===== config.mk =====
export PLATFORM = sky130hd
export DESIGN_NAME = mux_sel_sequencer
export DESIGN_NICKNAME = d
export VERILOG_FILES = /design/src/rtl/mux_sel_sequencer.sv
export SDC_FILE = /design/constraint.sdc
export NUM_CORES = 1
export LEC_CHECK = 0
export CORE_MARGIN = 2
export CORE_UTILIZATION = 56
export DETAILED_ROUTE_END_ITERATION = 10
export PLACE_DENSITY = 0.83
export SYNTH_ARGS = -nofsm -noshare
export SYNTH_HDL_FRONTEND = slang
export SYNTH_SLANG_ARGS = --single-unit

===== constraint.sdc =====
create_clock -name clk -period 3 [get_ports clk]
set_input_delay 0.3 -clock clk [delete_from_list [all_inputs] [get_ports clk]]
set_output_delay 0.3 -clock clk [all_outputs]
set_load 0.005 [all_outputs]

===== src/rtl/mux_sel_sequencer.sv =====
// rtl/mux_sel_sequencer.sv - select sequencer for the 4:1 mux
// Scans enabled channels in ascending order, holds each DWELL cycles, captures f_in into frame.
module mux_sel_sequencer #(
  parameter int DWELL = 4,
  parameter int CNT_W = 8
) (
  input  logic       clk,
  input  logic       rst_n,
  input  logic       start,
  input  logic [3:0] mask,
  input  logic       f_in,
  output logic [1:0] s,
  output logic       sample,
  output logic [3:0] frame,
  output logic       busy,
  output logic       done
);

  typedef enum logic [1:0] {IDLE, SCAN, DONE} state_t;

  state_t           state, state_nxt;
  logic [CNT_W-1:0] cnt;
  logic [3:0]       mask_q;
  logic [1:0]       first_idx, next_idx;
  logic             next_valid;
  logic             last;

  assign last   = (cnt == CNT_W'(DWELL - 1));
  assign busy   = (state == SCAN);
  assign done   = (state == DONE);
  assign sample = (state == SCAN) && last;

  // Descending loops so the final hit is the lowest qualifying channel.
  always_comb begin
    first_idx  = 2'd0;
    next_idx   = 2'd0;
    next_valid = 1'b0;
    for (int k = 3; k >= 0; k--) begin
      if (mask[k]) first_idx = 2'(k);
      if (mask_q[k] && (k > int'(s))) begin
        next_idx   = 2'(k);
        next_valid = 1'b1;
      end
    end
  end

  always_comb begin
    state_nxt = state;
    case (state)
      IDLE: if (start) state_nxt = (|mask) ? SCAN : DONE;
      SCAN: if (last && !next_valid) state_nxt = DONE;
      DONE: state_nxt = IDLE;
      default: state_nxt = IDLE;
    endcase
  end

  always_ff @(posedge clk or negedge rst_n) begin
    if (!rst_n) state <= IDLE;
    else        state <= state_nxt;
  end

  always_ff @(posedge clk or negedge rst_n) begin
    if (!rst_n) begin
      s      <= 2'b00;
      frame  <= 4'b0000;
      cnt    <= '0;
      mask_q <= 4'b0000;
    end else begin
      case (state)
        IDLE: begin
          if (start) begin
            frame <= 4'b0000;
            cnt   <= '0;
            if (|mask) begin
              mask_q <= mask;
              s      <= first_idx;
            end
          end
        end
        SCAN: begin
          if (last) begin
            frame[s] <= f_in;
            cnt      <= '0;
            if (next_valid) s <= next_idx;
          end else begin
            cnt <= cnt + 1'b1;
          end
        end
        default: ;
      endcase
    end
  end

endmodule


==> results_dict.tcl, run 1 <==
set metrics [dict create \
    status "complete, no violations" \
    area_growth_pct 18.3 \
    final_util_pct 72.3 \
    startpoint_type "flip-flop" \
    routed_wl_um 2260 \
    cap_viol_max_count 0 \
    cts_root_buf "clkbuf_4" \
    die_x_um 47.9 \
    cts_buffer_depth 2 \
    synth-seq-cells 19 \
    r2r-end "state[1]$_DFFE_PN0P_" \
    gp_congestion 0.877 \
    grt_pass1_vias 808 \
    cellPowerDensity_nw_per_um2 810 \
    synth_nets 119 \
    r2r_setup_slack_ns 1.11 \
    hold_buffers 0 \
    worstPathRequired_ns 2.70 \
    antenna_found_initial 0 \
    hp-class "primary input to asynchronous set/reset pin" \
    synth_cells 110 \
    finClkSkew_ns 0.00957 \
    tightest_slew_ns 0.877 \
    setup_viol 0 \
    fmax_mhz 406 \
    h-tree-depth 1 \
    initial_core_util_pct 61.1 \
    dp_hpwl_um 1720 \
    ant_nets 0 \
    drt_iter0_drc 31 \
    p_total_mw 1.03 \
    grt_max_degree 20 \
    cts_tree "yes" \
    drc 0 \
    port-buffer-count 16 \
    grt_pass1_wl_um 3450 \
    cts_resized 0 \
    cts.sinks 19 \
    antennaDiodeCount 0 \
    synth_area_per_cell_um2 9.80 \
    reg2reg_depth 5 \
    synth.top_cell.area_share_pct 44.1 \
    synth_cell_types 38 \
    dr.pass1.iters 4 \
    clkTransAtPathRegs_ns 0.11 \
    ys_seq_area_share_pct 44.1 \
    clk_latency_ns 0.30 \
    globalRouteOverflowTotal 0 \
    vias 918 \
    dieArea_um2 2290 \
    layout.nets 135 \
    dpl-instance-area_um2 1250 \
    final.min_clock_period_ns 2.46 \
    drive_above_1_share_pct 10.4 \
    worstPathMaxFanout 8 \
    power.leakage_nw 0.550 \
    slew_viol_final 0 \
    relSlewSlack_pct 41.4 \
    yosys_warnings 0 \
    timing.final.crit_share_pct 82.0 \
    holdWs_ns 0.470 \
    fin_tns_setup_ns 0 \
    crit_type "flip-flop to output pin" \
    post_cts_buffers 0 \
    synth_area_leader_cell "dfrtp_1" \
    fp-row-count 15 \
    core-area_um2 1760 \
    end_kind "output pin" \
    hold_viol_final 0 \
    peakVddDrop_mv 0.481 \
    rsz0062_at_grt "false" \
    cts_made_buffers 3 \
    synthesis.area_um2 1080 \
    wl_per_cell_um 15.1 \
    io-pin-count 17 \
    viasPerCell 6.12 \
    r2r-start "cnt[0]$_DFFE_PN0P_" \
    final_common_cell "dfrtp_1" \
    fin_area_um2 1280 \
    die_h_um 47.9 \
    grt.total_usage_pct 22.0 \
    layout_common_cells "19 x dfrtp_1, 16 x clkdlybuf4s50_1, 8 x nand2_1, 8 x o21ai_0" \
    synthTopCellsByArea "dfrtp_1 44%, mux2_2 4.2%, o21ai_0 3.7%, a41oi_1 3.2%, mux2i_1 2.8%" \
    crit_arrival_ns 2.16 \
]
[logic make-up (layout without fill, tap and decap cells)]
kind of cell	Yosys count	after routing	share of synthesized area [%]
buffers and inverters	10	25	3.59
adder cells (fa/ha/maj)	1	1	1.16
XOR/XNOR	1	1	0.812
flip-flops	19	19	44.1
multiplexers	7	7	6.96
AND/OR/NAND/NOR	39	39	21.9
AO/OA/AOI/OAI	33	33	21.5
[per-layer routing]
layer  wire length, µm  GRT usage, %
met1              1030          28.3
met2              1050          34.9
met4                63          11.9
met5                 0             0
met3               113          3.77
[state kept, by name, indices dropped and copies added (netlist names)]
name,cells
state,2
s,2
frame,4
mask_q,3
cnt,8
[per-stage QoR]
| stage | cells | setup slack (ns) |
|---|---|---|
| after CTS | 150 | 0.560 |
| after global placement | 146 | 0.961 |
| after detailed placement | 146 | 0.897 |
| final | 150 | 0.540 |
| after global routing | 150 | 0.392 |
| after floorplan | 110 | 1.39 |
[power breakdown]
part           switching [mW]  internal, mW
Combinational           0.251         0.224
Sequential              0.103         0.328
Clock                  0.0767        0.0517
Total                   0.430         0.604
[worst max-delay path by stage]
stage	endpoint	slack, ns	from	depth (start not counted)
after CTS	sample	0.56	cnt[0]$_DFFE_PN0P_	5
after floorplan	cnt[3]$_DFFE_PN0P_	1.39	cnt[0]$_DFFE_PN0P_	5
after detailed placement	sample	0.90	cnt[0]$_DFFE_PN0P_	5
final	sample	0.54	cnt[0]$_DFFE_PN0P_	5
after global placement	sample	0.96	cnt[0]$_DFFE_PN0P_	5
after global routing	sample	0.39	cnt[0]$_DFFE_PN0P_	5
[worst max-delay path, stage by stage, from the launching register on]
cell             delay [ns]
dfrtp_1                0.41
ha_1                   0.22
nor3b_2                0.46
nand3_1                0.20
inv_1                  0.09
clkdlybuf4s50_1        0.49
[synthesized netlist by cell type, drive strengths merged]
library cell	number
o221a	1
o31ai	3
dfrtp	19
o211a	1
buf	1
a31oi	1
o41ai	1
o21bai	2
mux2i	3
a21oi	6
clkinv	1
xor2	1
ha	1
a22oi	1
a21o	1
nand2b	3
mux2	4
nor2	6
and3	2
a41oi	4
o211ai	1
nand3	6
or3	2
inv	4
or4	1
a22o	3
nand4	2
nor3	1
and2	2
clkbuf	4
nor2b	2
nand2	8
nor4	2
nor3b	2
o21ai	8
[area by class of cell]
| type | count | area (µm²) |
|---|---|---|
| Clock buffer | 4 | 26.3 |
| Fill cell | 148 | 488 |
| Inverter | 5 | 18.8 |
| Multi-Input combinational cell | 81 | 564 |
| Sequential cell | 19 | 475 |
| Tap cell | 25 | 31.3 |
| Timing Repair Buffer | 16 | 160 |
No activity file was read; power rests on OpenSTA's default activity.
==> run 2: changes to the inputs <==
Settings changed: CORE_UTILIZATION 56 to 52, PLACE_DENSITY 0.83 to 0.78.
Clock period 3 ns to 2.27 ns, I/O delays scaled along.
==> run 2 against run 1 <==
- flip-flop and latch count is the same
- sequential share of layout area shrank 0.89 points
- count of clock-buffer cells in the layout is the same
- routed wire length is essentially flat
- final cell count grew 3.3%
- die area grew 7.0%
- critical path depth is the same
- via count shrank 2.3%
- final area grew 2.5%
- clock power grew 31%
- combinational power grew 37%
- first-iteration DRC count shrank 35%
- critical path type unchanged
- critical endpoint unchanged
- largest power group unchanged
==> results_dict.tcl, run 2 (synthesis gave the netlist of run 1 again) <==
set metrics [dict create \
    worstPathRequired_ns 2.04 \
    status "complete, no violations" \
    drt_iter0_drc 20 \
    clkTransAtPathRegs_ns 0.10 \
    peakVddDrop_mv 0.564 \
    io-pin-count 17 \
    layout.nets 138 \
    end_kind "output pin" \
    cts_root_buf "clkbuf_4" \
    h-tree-depth 1 \
    drive_above_1_share_pct 14.1 \
    timing.final.crit_share_pct 92.1 \
    final.min_clock_period_ns 2.09 \
    initial_core_util_pct 55.0 \
    pwr-share-clk_pct 12.1 \
    layout_common_cells "19 x dfrtp_1, 16 x clkdlybuf4s50_1, 8 x nand2_1, 8 x o21ai_0" \
    finClkSkew_ns 0.00261 \
    slew_viol_final 0 \
    crit_arrival_ns 1.86 \
    gp_congestion 0.830 \
    viasPerCell 5.79 \
    antennaDiodeCount 0 \
    grt_pass1_wl_um 4110 \
    hold_viol_final 0 \
    fin_tns_setup_ns 0 \
    grt.total_usage_pct 21.4 \
    dr.pass1.iters 5 \
    post_cts_buffers 0 \
    fillCellCount 175 \
    relSlewSlack_pct 38.4 \
    startpoint "cnt[0]$_DFFE_PN0P_" \
    setup_viol 0 \
    cts_made_buffers 3 \
    r2r-start "cnt[0]$_DFFE_PN0P_" \
    pre_cts_ws_ns 0.417 \
    slowest_stage "clkdlybuf4s50_1" \
    switching_share_pct 41.5 \
    cp_num_buf_inv 2 \
    cts_buffer_depth 2 \
    r2r_setup_slack_ns 0.48 \
    cts_tree "yes" \
    drc 0 \
    rsz0062_at_grt "false" \
    globalRouteOverflowTotal 0 \
    ant_nets 0 \
    antenna_found_initial 0 \
    dieArea_um2 2450 \
    fmax_mhz 479 \
    regArea_um2 475 \
    fp-row-count 16 \
    holdWs_ns 0.250 \
    crit_type "flip-flop to output pin" \
    p_seq_share_pct 41.1 \
    core-area_um2 1960 \
    area_growth_pct 21.2 \
    r2r-end "state[1]$_DFFE_PN0P_" \
    cpPeakStageDelay_ns 0.49 \
    reg2reg_depth 6 \
    p_comb_share_pct 46.8 \
    path_cells "ha_1, nor3b_2, nand3_1, inv_1, clkdlybuf4s50_1" \
    die_x_um 49.5 \
    die_h_um 49.5 \
    power.internal_mw 0.812 \
    largest_reg_flops 8 \
    vias 897 \
    routed_wl_um 2260 \
    worstPathMaxFanout 4 \
    dp_hpwl_um 1740 \
    p_sw_mw 0.575 \
    reg_top3 "cnt x8, frame x4, mask_q x3" \
    grt_pass1_vias 952 \
    power.leakage_nw 0.563 \
    cellPowerDensity_nw_per_um2 1060 \
    final_common_cell "dfrtp_1" \
    grt_max_degree 20 \
    startpoint_type "flip-flop" \
    largest_register "cnt" \
    cap_viol_max_count 0 \
    setup_slack_ns 0.180 \
    multiInputGateArea_um2 567 \
    cts.sinks 19 \
    port-buffer-count 16 \
    wl_per_cell_um 14.6 \
    critPathTopFamily "buffers and inverters" \
    clk_latency_ns 0.29 \
    tightest_slew_ns 0.922 \
    hp-class "primary input to asynchronous set/reset pin" \
]
run 2: how the worst max path moves through the flow:
| stage | to | slack, ns | cells past startpoint |
|---|---|---|---|
| final | sample | 0.18 | 5 |
| after CTS | sample | 0.07 | 5 |
| after floorplan | cnt[3]$_DFFE_PN0P_ | 0.66 | 5 |
| after global placement | mask_q[1]$_DFFE_PN0P_ | 0.47 | 4 |
| after global routing | sample | 0.02 | 5 |
| after detailed placement | sample | 0.42 | 5 |
run 2: power by group through the flow:
stage	clock [mW]	combinational, mW	sequential (mW)
after global routing	0.190	0.734	0.589
after CTS	0.176	0.639	0.565
after floorplan	0	0.478	0.509
after detailed placement	0	0.636	0.572
after global placement	0	0.615	0.562
final	0.168	0.649	0.571
run 2: layout make-up:
cell class	instances	share of cell area (%)
inverter	5	1.72
tap	27	2.58
multi-input combinational	81	43.3
sequential	19	36.4
clock buffer	4	2.01
timing repair buffer	19	14.0
run 2: routing by layer:
| metal | up-vias | track usage [%] | part of all wire (%) |
|---|---|---|---|
| met4 | 0 | 9.72 | 0.53 |
| met2 | 21 | 34.4 | 48 |
| li1 | 449 | - | - |
| met3 | 2 | 4.24 | 4.2 |
| met1 | 425 | 27.8 | 47 |
| met5 | - | 0 | 0 |
run 2: per-stage QoR:
| stage | util [%] | total power, mW | cells | area (µm²) |
|---|---|---|---|---|
| after floorplan | - | 0.987 | 110 | 1080 |
| after global placement | 65.0 | 1.18 | 151 | 1270 |
| after detailed placement | 65.0 | 1.21 | 151 | 1270 |
| after CTS | 66.3 | 1.38 | 155 | 1300 |
| after global routing | 66.6 | 1.51 | 155 | 1310 |
| final | 66.6 | 1.39 | 155 | 1310 |
run 2: what timing repair did:
| action | CTS | global route |
|---|---|---|
| hold buffers | 0 | 0 |
| resized for setup | 0 | 2 |
| endpoints found under the setup margin | 0 | 1 |
==> run 3: changes to the inputs <==
Settings changed: CAP_MARGIN set to 25.
==> results of run 3 <==
Final layout, timing and power as in run 2 (identical DEF).
